<file path="src/rtl/game_uart_pkg.sv">
// Shared definitions for the tic-tac-toe status UART: ASCII codes, frame
// layout, FSM encodings and the byte-selection helper.
package game_uart_pkg;

    localparam logic [7:0] ASCII_X   = 8'h58;
    localparam logic [7:0] ASCII_O   = 8'h4F;
    localparam logic [7:0] ASCII_DOT = 8'h2E;
    localparam logic [7:0] ASCII_CR  = 8'h0D;
    localparam logic [7:0] ASCII_LF  = 8'h0A;

    localparam int         FRAME_BYTES   = 12;
    localparam logic [3:0] LAST_BYTE_IDX = 4'(FRAME_BYTES - 1);

    // Frame sequencer states.
    typedef enum logic [1:0] {
        FRM_IDLE,
        FRM_LOAD,
        FRM_SEND
    } frame_state_e;

    // Bit-level transmitter states.
    typedef enum logic [1:0] {
        BIT_IDLE,
        BIT_START,
        BIT_DATA,
        BIT_STOP
    } bit_state_e;

    // Byte idx of a frame: 0..8 are squares 8 down to 0, then status, CR, LF.
    function automatic logic [7:0] frame_byte(
        input logic [3:0] idx,
        input logic [8:0] sq,
        input logic [8:0] pl,
        input logic [7:0] st
    );
        logic [3:0] pos;
        pos = 4'd8 - idx;
        if (idx < 4'd9) begin
            return sq[pos] ? (pl[pos] ? ASCII_X : ASCII_O) : ASCII_DOT;
        end else if (idx == 4'd9) begin
            return st;
        end else if (idx == 4'd10) begin
            return ASCII_CR;
        end
        return ASCII_LF;
    endfunction

endpackage

</file>
<file path="src/rtl/uart_byte_tx.sv">
// 8N1 byte transmitter. A byte is accepted when byte_valid_i is high while
// idle or in the last cycle of a stop bit, so consecutive bytes run with no
// idle gap. byte_done_o marks the final cycle of each stop bit.
module uart_byte_tx
    import game_uart_pkg::*;
#(
    parameter int CLKS_PER_BIT = 868
) (
    input  logic       clk,
    input  logic       reset_n,
    input  logic       byte_valid_i,
    input  logic [7:0] byte_i,
    output logic       tx_o,
    output logic       byte_done_o
);

    localparam int             TW     = $clog2(CLKS_PER_BIT);
    localparam logic [TW-1:0]  T_LAST = TW'(CLKS_PER_BIT - 1);

    bit_state_e    state_q, state_d;
    logic [TW-1:0] timer_q, timer_d;
    logic [2:0]    bit_q, bit_d;
    logic [7:0]    shift_q, shift_d;
    logic          tx_q, tx_d;
    logic          bit_end;

    assign bit_end = (timer_q == T_LAST);
    assign tx_o    = tx_q;

    // Bit timing and serialisation: next state, next bit value, done strobe.
    always_comb begin
        // NOTE: every signal gets a default first, so no latch can be inferred.
        state_d     = state_q;
        timer_d     = timer_q;
        bit_d       = bit_q;
        shift_d     = shift_q;
        tx_d        = tx_q;
        byte_done_o = 1'b0;

        if (state_q != BIT_IDLE) begin
            timer_d = bit_end ? '0 : timer_q + 1'b1;
        end

        case (state_q)
            BIT_IDLE: begin
                if (byte_valid_i) begin
                    shift_d = byte_i;
                    bit_d   = '0;
                    tx_d    = 1'b0;
                    state_d = BIT_START;
                end
            end
            BIT_START: begin
                if (bit_end) begin
                    tx_d    = shift_q[0];
                    state_d = BIT_DATA;
                end
            end
            BIT_DATA: begin
                if (bit_end) begin
                    if (bit_q == 3'd7) begin
                        tx_d    = 1'b1;
                        state_d = BIT_STOP;
                    end else begin
                        bit_d   = bit_q + 3'd1;
                        shift_d = shift_q >> 1;
                        tx_d    = shift_q[1];
                    end
                end
            end
            BIT_STOP: begin
                if (bit_end) begin
                    byte_done_o = 1'b1;
                    if (byte_valid_i) begin
                        shift_d = byte_i;
                        bit_d   = '0;
                        tx_d    = 1'b0;
                        state_d = BIT_START;
                    end else begin
                        state_d = BIT_IDLE;
                    end
                end
            end
            default: state_d = BIT_IDLE;
        endcase
    end

    // Bit-level registers; reset forces the line idle immediately.
    always_ff @(posedge clk or negedge reset_n) begin
        // NOTE: registers use non-blocking assignments so all update together.
        if (!reset_n) begin
            state_q <= BIT_IDLE;
            timer_q <= '0;
            bit_q   <= '0;
            shift_q <= '0;
            tx_q    <= 1'b1;
        end else begin
            state_q <= state_d;
            timer_q <= timer_d;
            bit_q   <= bit_d;
            shift_q <= shift_d;
            tx_q    <= tx_d;
        end
    end

endmodule

</file>
<file path="src/rtl/game_uart_tx.sv">
// Game status transmitter: snapshots the board and status at frame start,
// detects changes against the last snapshot, and sequences the 12 frame
// bytes into the byte transmitter.
module game_uart_tx
    import game_uart_pkg::*;
#(
    parameter int CLKS_PER_BIT   = 868,
    parameter int FRAME_ON_RESET = 1
) (
    input  logic       clk,
    input  logic       reset_n,
    input  logic [8:0] occ_square,
    input  logic [8:0] occ_player,
    input  logic [7:0] game_st,
    input  logic       send_req,
    output logic       tx,
    output logic       busy,
    output logic       frame_done
);

    frame_state_e state_q, state_d;
    logic         pending_q, pending_d;
    logic [8:0]   sq_q, sq_d;
    logic [8:0]   pl_q, pl_d;
    logic [7:0]   st_q, st_d;
    logic [3:0]   idx_q, idx_d;
    logic         busy_q, busy_d;
    logic         frame_done_q, frame_done_d;
    logic         change;
    logic         byte_valid;
    logic [7:0]   byte_data;
    logic         byte_done;

    assign change     = ({occ_square, occ_player, game_st} != {sq_q, pl_q, st_q});
    assign busy       = busy_q;
    assign frame_done = frame_done_q;

    uart_byte_tx #(
        .CLKS_PER_BIT(CLKS_PER_BIT)
    ) u_byte_tx (
        .clk         (clk),
        .reset_n     (reset_n),
        .byte_valid_i(byte_valid),
        .byte_i      (byte_data),
        .tx_o        (tx),
        .byte_done_o (byte_done)
    );

    // Frame sequencing: pending tracking, snapshot capture, byte feeding.
    always_comb begin
        state_d      = state_q;
        pending_d    = pending_q | send_req | change;
        sq_d         = sq_q;
        pl_d         = pl_q;
        st_d         = st_q;
        idx_d        = idx_q;
        busy_d       = busy_q;
        frame_done_d = 1'b0;
        byte_valid   = 1'b0;
        byte_data    = 8'h00;

        case (state_q)
            FRM_IDLE: begin
                // A request in the same cycle counts, so a send_req alongside
                // frame_done still yields exactly two idle-high cycles.
                if (pending_d) begin
                    state_d = FRM_LOAD;
                end
            end
            FRM_LOAD: begin
                sq_d       = occ_square;
                pl_d       = occ_player;
                st_d       = game_st;
                idx_d      = '0;
                busy_d     = 1'b1;
                // The snapshot taken here absorbs every earlier change.
                pending_d  = send_req;
                byte_valid = 1'b1;
                byte_data  = frame_byte(4'd0, occ_square, occ_player, game_st);
                state_d    = FRM_SEND;
            end
            FRM_SEND: begin
                if (byte_done) begin
                    if (idx_q == LAST_BYTE_IDX) begin
                        frame_done_d = 1'b1;
                        busy_d       = 1'b0;
                        state_d      = FRM_IDLE;
                    end else begin
                        idx_d      = idx_q + 4'd1;
                        byte_valid = 1'b1;
                        byte_data  = frame_byte(idx_q + 4'd1, sq_q, pl_q, st_q);
                    end
                end
            end
            default: state_d = FRM_IDLE;
        endcase
    end

    // Frame-level registers.
    always_ff @(posedge clk or negedge reset_n) begin
        if (!reset_n) begin
            state_q      <= FRM_IDLE;
            pending_q    <= (FRAME_ON_RESET != 0);
            sq_q         <= '0;
            pl_q         <= '0;
            st_q         <= '0;
            idx_q        <= '0;
            busy_q       <= 1'b0;
            frame_done_q <= 1'b0;
        end else begin
            state_q      <= state_d;
            pending_q    <= pending_d;
            sq_q         <= sq_d;
            pl_q         <= pl_d;
            st_q         <= st_d;
            idx_q        <= idx_d;
            busy_q       <= busy_d;
            frame_done_q <= frame_done_d;
        end
    end

endmodule

</file>
<file path="config.mk">
export PLATFORM = sky130hd
export DESIGN_NAME = game_uart_tx
export DESIGN_NICKNAME = d
export VERILOG_FILES = /design/src/rtl/game_uart_pkg.sv /design/src/rtl/uart_byte_tx.sv /design/src/rtl/game_uart_tx.sv
export SDC_FILE = /design/constraint.sdc
export NUM_CORES = 1
export LEC_CHECK = 0
export ABC_AREA = 0
export CAP_MARGIN = 20
export CORE_ASPECT_RATIO = 1.4
export CORE_MARGIN = 8
export CORE_UTILIZATION = 58
export DETAILED_ROUTE_END_ITERATION = 7
export HOLD_SLACK_MARGIN = 0.05
export PLACE_DENSITY = 0.92
export SLEW_MARGIN = 40
export SYNTH_ARGS = -nofsm -noshare
export SYNTH_HDL_FRONTEND = slang
export SYNTH_SLANG_ARGS = --single-unit
</file>
<file path="constraint.sdc">
create_clock -name clk -period 3.3 [get_ports clk]
set_clock_uncertainty 0.1 [all_clocks]
set_input_delay 0.66 -clock clk [delete_from_list [all_inputs] [get_ports clk]]
set_output_delay 0.66 -clock clk [all_outputs]
set_load 0.05 [all_outputs]
</file>
==> reports/results.tsv, run 1 <==
metric	value	unit
vias	2856	
grt-ovfl-total	0	
wl_per_cell	17.8	um
status	finished, final reports clean	
diodes	0	
synth_top_area_share	39.4	%
vdd_drop_max	293	uV
antenna_found_initial	0	
grt_pass1_wl	13900	um
synth-seq-cells	59	
synth_top_area_cell	dfrtp_1	
synth_commonest_cells	57 x dfrtp_1, 31 x mux2_2, 26 x nand2_1	
clock_tree.htree_level_count	3	
routed_wl	8200	um
yosysWarnings	0	
ys_types	65	
dpl.hpwl	6250	um
cap_violations	0	
postCtsSetupBuffers	0	
finalCritPeriodShare	86.6	%
end_kind	flip-flop	
io_pins	32	
drc	0	
grt_max_degree	49	
clock_latency	350	ps
cts-root-buf	clkbuf_8	
clkSinkCount	59	
cts_resized	0	
yosysMostFrequentCell	dfrtp_1	
ant_nets	0	
start_kind	flip-flop	
finalMaxSlewViolations	0	
hold_path_class	in -> async	
nets	426	
coreArea	6130	sq um
r2r_start	idx_q[1]	
fmax	0.350	GHz
synthCells	349	
crit_required	3420	ps
gp_congestion	0.921	
dr.pass1.iters	5	
synth-async-reset-ratio	100	%
die_x	82.8	um
synthTopCellsByArea	dfrtp_1 39%, mux2_2 9.6%, xor2_1 6.0%, ha_1 4.5%, nand2_1 2.7%	
syn-num-nets	391	
max_slew_margin	54.8	%
yosysSeqAreaShare	40.8	%
tightest_slew	679	ps
num_rows	34	
finalSetupViolCount	0	
path_clk_slew	70	ps
p_per_area	415	nW/um^2
grt.total_usage	18.7	%
critPathArrivalTime	2980	ps
numCtsBuffers	9	
path_max_fanout	8	
start_util	59.2	%
ctsLongestPathBuffers	2	
area_delta_synth_final	15.2	%
fin_crit	2860	ps
finalHoldViolCount	0	
cts_tree	yes	
die_h	110	um
synth_area_per_cell	10.4	sq um
syn-cell-area	3620	sq um
first_iter_violations	155	
viasPerCell	6.20	
synth_edf_count	0	
dpl.cell_count	445	
cp-startpoint	idx_q[1]	
drive_above_1_share	18.0	%
first_global_vias	2966	
finalSetupTns	0	ps
rsz0062_at_grt	no	
cts_hold_buf	0	
p_leak	1.74	nW
port_buffers	31	
path_class	reg -> reg	
synth_ff_type	dfrtp_1	
die_area	9070	sq um
stdcell_count	461	
cell type report:
cell class,count,area [sq um]
sequential,59,1480
fill,482,1950
multi-input combinational,261,1990
tap,72,90.1
timing repair buffer,38,360
inverter,15,56.3
clock inverter,4,50.0
clock buffer,12,145
report_power, final:
group / internal (mW) / switching, mW / leakage, nW
logic: 0.135 / 0.123 / 0.951
clock network: 0.368 / 0.292 / 0.0926
registers: 0.773 / 0.0421 / 0.701
state kept, by name (all words and copies together), names as in the netlist:
name               count
busy                   1
frame_done             1
idx_q                  4
pending_q              1
pl_q                   9
sq_q                   9
st_q                   8
state_q                2
u_byte_tx.bit_q        3
u_byte_tx.shift_q      8
u_byte_tx.state_q      2
u_byte_tx.timer_q     10
u_byte_tx.tx_o         1
cells in the final DEF (no fill, tap or decap), types with 5 or more instances in the layout:
cell type	n
buf_4	8
nand4_1	10
mux2_2	31
nor4_1	5
nor2_1	18
xor2_1	25
o21ai_0	16
clkdlybuf4s50_1	30
nand3_1	12
dfrtp_1	57
ha_1	13
clkbuf_8	10
inv_1	15
a21oi_1	13
xnor2_1	11
nand2_1	26
nor3_1	7
stage by stage:
| stage | instance area [sq um] | util [%] | hold slack (ps) | total power, mW | setup slack, ps |
|---|---|---|---|---|---|
| floorplan | 3620 | - | 264 | 0.986 | 488 |
| global placement | 3980 | 64.9 | 347 | 1.07 | 549 |
| detailed placement | 3980 | 65.0 | 368 | 1.09 | 463 |
| CTS | 4170 | 68.1 | 234 | 1.74 | 492 |
| global route | 4170 | 68.1 | 271 | 1.81 | 261 |
| finish | 4170 | 68.1 | 214 | 1.73 | 441 |
path summary, 6_finish.rpt:
kind / to / slack, ps / cells after the start
setup reg to reg: u_byte_tx.shift_q[2] / 440 / 9
hold reg to reg: u_byte_tx.shift_q[3] / 400 / 2
min in group clk: u_byte_tx.shift_q[3] / 400 / 2
hold / removal: u_byte_tx.timer_q[4] / 210 / 1
setup / recovery: u_byte_tx.shift_q[2] / 440 / 9
max in group asynchronous: st_q[4] / 2270 / 2
cells by family (layout without fill, tap and decap cells):
logic type	Yosys count	in the layout	synth area share, %
AND/OR/NAND/NOR	104	104	16.2
multiplexers	38	38	12.6
flip-flops	59	59	40.8
buffers and inverters	29	69	4.21
adder cells (fa/ha/maj)	13	13	4.49
AO/OA/AOI/OAI	70	70	13.0
XOR/XNOR	36	36	8.70
routing by layer:
metal / vias to the layer above / routed length [um] / GRT usage, %
met1: 1402 / 3180 / 19.4
met4: 0 / 276 / 9.82
met5: - / 0 / 0
met2: 88 / 4330 / 33.5
li1: 1339 / - / -
met3: 27 / 414 / 5.41
worst max-delay path, stage by stage, from the launching register on:
cell,delay [ps]
dfrtp_1,470
inv_1,110
ha_1,350
nor4bb_1,390
a211oi_1,180
a211oi_1,300
buf_4,180
mux2i_1,290
nor3b_1,260
o21ai_1,100
Note: power is estimated with default switching activity, not from simulation.
==> run 2, diff against run 1 <==
==> constraint.sdc (replaced) <==
create_clock -name clk -period 3.3 [get_ports clk]
set_clock_uncertainty 0.1 [all_clocks]
set_input_delay 0.33 -clock clk [delete_from_list [all_inputs] [get_ports clk]]
set_output_delay 0.33 -clock clk [all_outputs]
set_load 0.05 [all_outputs]
==> reports/results.tsv, run 2 (synthesis gave the netlist of run 1 again) <==
metric	value	unit	change
critPathArrivalTime	3120	ps	+140 ps
grt_pass1_wl	14100	um	+1.8%
crit_chain	inv_1, ha_1, nor4bb_1, a211oi_1, a211oi_1, mux2i_1, nor3b_1, o21ai_1		
finalCritPeriodShare	90.8	%	+4.2 points
fmax	0.334	GHz	-4.6%
nets	425		-0.23%
gp_congestion	0.922		about the same
first_iter_violations	201		+30%
grt-ovfl-total	0		unchanged
finalHoldViolCount	0		unchanged
path_class	reg -> reg		
hold_depth	2		
cts_tree	yes		
crit_required	3420	ps	about the same
largest_register	u_byte_tx.timer_q		
port_buffers	31		unchanged
drc	0		unchanged
p_per_area	460	nW/um^2	+11%
seq_area	1480	sq um	unchanged
fin_util	69.1	%	+0.92 points
vias	2850		-0.21%
grt.total_usage	19.3	%	+0.67 points
crit_family	compound AO/OA/AOI/OAI gates		
viasPerCell	6.20		about the same
grt_max_degree	45		-8.2%
hold_path_class	reg -> reg		
area_delta_synth_final	16.7	%	
reg2regPathDepth	8		-1
finalMaxSlewViolations	0		unchanged
path_common_cell	a211oi_1		
coreArea	6130	sq um	unchanged
crit_buf_inv	1		-1
cts-root-buf	clkbuf_8		
path_clk_slew	70	ps	about the same
clock_latency	350	ps	about the same
multi_input_area	1990	sq um	unchanged
end_kind	flip-flop		
cap_violations	0		unchanged
worst_path_largest_cell_delay	620	ps	+150 ps
tightest_slew	708	ps	+29.1 ps
dpl.hpwl	6310	um	+1.0%
start_kind	flip-flop		
cts_resized	0		unchanged
numCtsBuffers	9		unchanged
path_max_fanout	9		+1
die_h	110	um	unchanged
max_slew_margin	52.8	%	-1.9 points
ant_nets	0		unchanged
num_rows	34		unchanged
fin_crit	3000	ps	+138 ps
drive_above_1_share	17.5	%	-0.47 points
vdd_drop_max	466	uV	+59%
n_fill_cell	473		-1.9%
r2r_slack	300	ps	-140 ps
die_x	82.8	um	unchanged
whs_endpoint	u_byte_tx.bit_q[1]		
routed_wl	8640	um	+5.4%
die_area	9070	sq um	unchanged
rsz0062_at_grt	no		
crit_path_top_delay_cell	a211oi_1		
ctsLongestPathBuffers	2		unchanged
status	finished, final reports clean		
wl_per_cell	18.8	um	+5.6%
largest_register_ffs	10		unchanged
min_from	u_byte_tx.bit_q[1]		
clkSinkCount	59		unchanged
r2r_start	idx_q[0]		
reg_top3	u_byte_tx.timer_q (10), pl_q (9), sq_q (9)		
final_common_cell	dfrtp_1		
finalSetupTns	0	ps	unchanged
mostFrequentLayoutCells	57 x dfrtp_1, 31 x mux2_2, 30 x clkdlybuf4s50_1, 26 x nand2_1, 25 x xor2_1		
antenna_found_initial	0		unchanged
diodes	0		unchanged
start_util	59.2	%	unchanged
rr_endpoint	u_byte_tx.shift_q[2]		
finalSetupViolCount	0		unchanged
p_leak	1.77	nW	+1.7%
io_pins	32		unchanged
clock_tree.htree_level_count	3		unchanged
dr.pass1.iters	4		-1
postCtsSetupBuffers	0		unchanged
first_global_vias	2956		-0.34%
[run 2: cell count changes in the layout (fill, tap and decap cells not counted), sizes merged]
| cell | delta |
|---|---|
| dlygate4sd3 | +1 |
| buf | -2 |
| clkbuf | -1 |
| bufinv | +3 |
| clkinvlp | -2 |
[run 2: power breakdown]
| group | total (mW) | switching, mW | internal (mW) |
|---|---|---|---|
| Combinational | 0.264 | 0.128 | 0.136 |
| Sequential | 0.816 | 0.0433 | 0.773 |
| Clock | 0.866 | 0.288 | 0.577 |
| Total | 1.95 | 0.459 | 1.49 |
[run 2: how the worst max path moves through the flow]
stage / to / cells past startpoint / start
after global routing: u_byte_tx.shift_q[2] / 8 / idx_q[0]
after global placement: u_byte_tx.shift_q[2] / 8 / idx_q[0]
after CTS: u_byte_tx.shift_q[2] / 8 / idx_q[0]
final: u_byte_tx.shift_q[2] / 8 / idx_q[0]
after detailed placement: u_byte_tx.shift_q[2] / 8 / idx_q[0]
after floorplan: u_byte_tx.shift_q[2] / 9 / idx_q[0]
[run 2: area by class of cell]
class	instances	share of cell area (%)
clock buffer	11	3.11
clock inverter	5	2.96
inverter	15	1.33
multi-input combinational	261	47.1
sequential	59	35.0
tap	72	2.13
timing repair buffer	37	8.40
[run 2: worst min-delay path: cells and delay by family, from the launching register on]
kind | cells | cell delay [ps]
DFF | 1 | 350
and+or+nand+nor | 2 | 100
[run 2: through the flow]
| stage | cell area [sq um] | total power, mW | hold WS, ps | instances | setup WS (ps) |
|---|---|---|---|---|---|
| floorplan | 3620 | 0.986 | -65.6 | 349 | 488 |
| global placement | 3960 | 1.07 | 349 | 443 | 464 |
| detailed placement | 3960 | 1.09 | 260 | 443 | 353 |
| CTS | 4230 | 1.95 | 381 | 460 | 333 |
| global route | 4230 | 2.02 | 422 | 460 | 166 |
| finish | 4230 | 1.95 | 377 | 460 | 303 |
[run 2: metal layers]
layer / routed length, um / global-route usage (%) / up-vias
met5: 0 / 0 / -
met4: 434 / 14.7 / 0
met3: 374 / 4.82 / 34
met2: 4630 / 34.7 / 96
met1: 3200 / 19.0 / 1379
li1: - / - / 1341
[run 2: timing repair]
action | in CTS | in global routing
endpoints found under the hold margin | 40 | 0
endpoints found under the setup margin | 0 | 0
hold buffers | 1 | 0
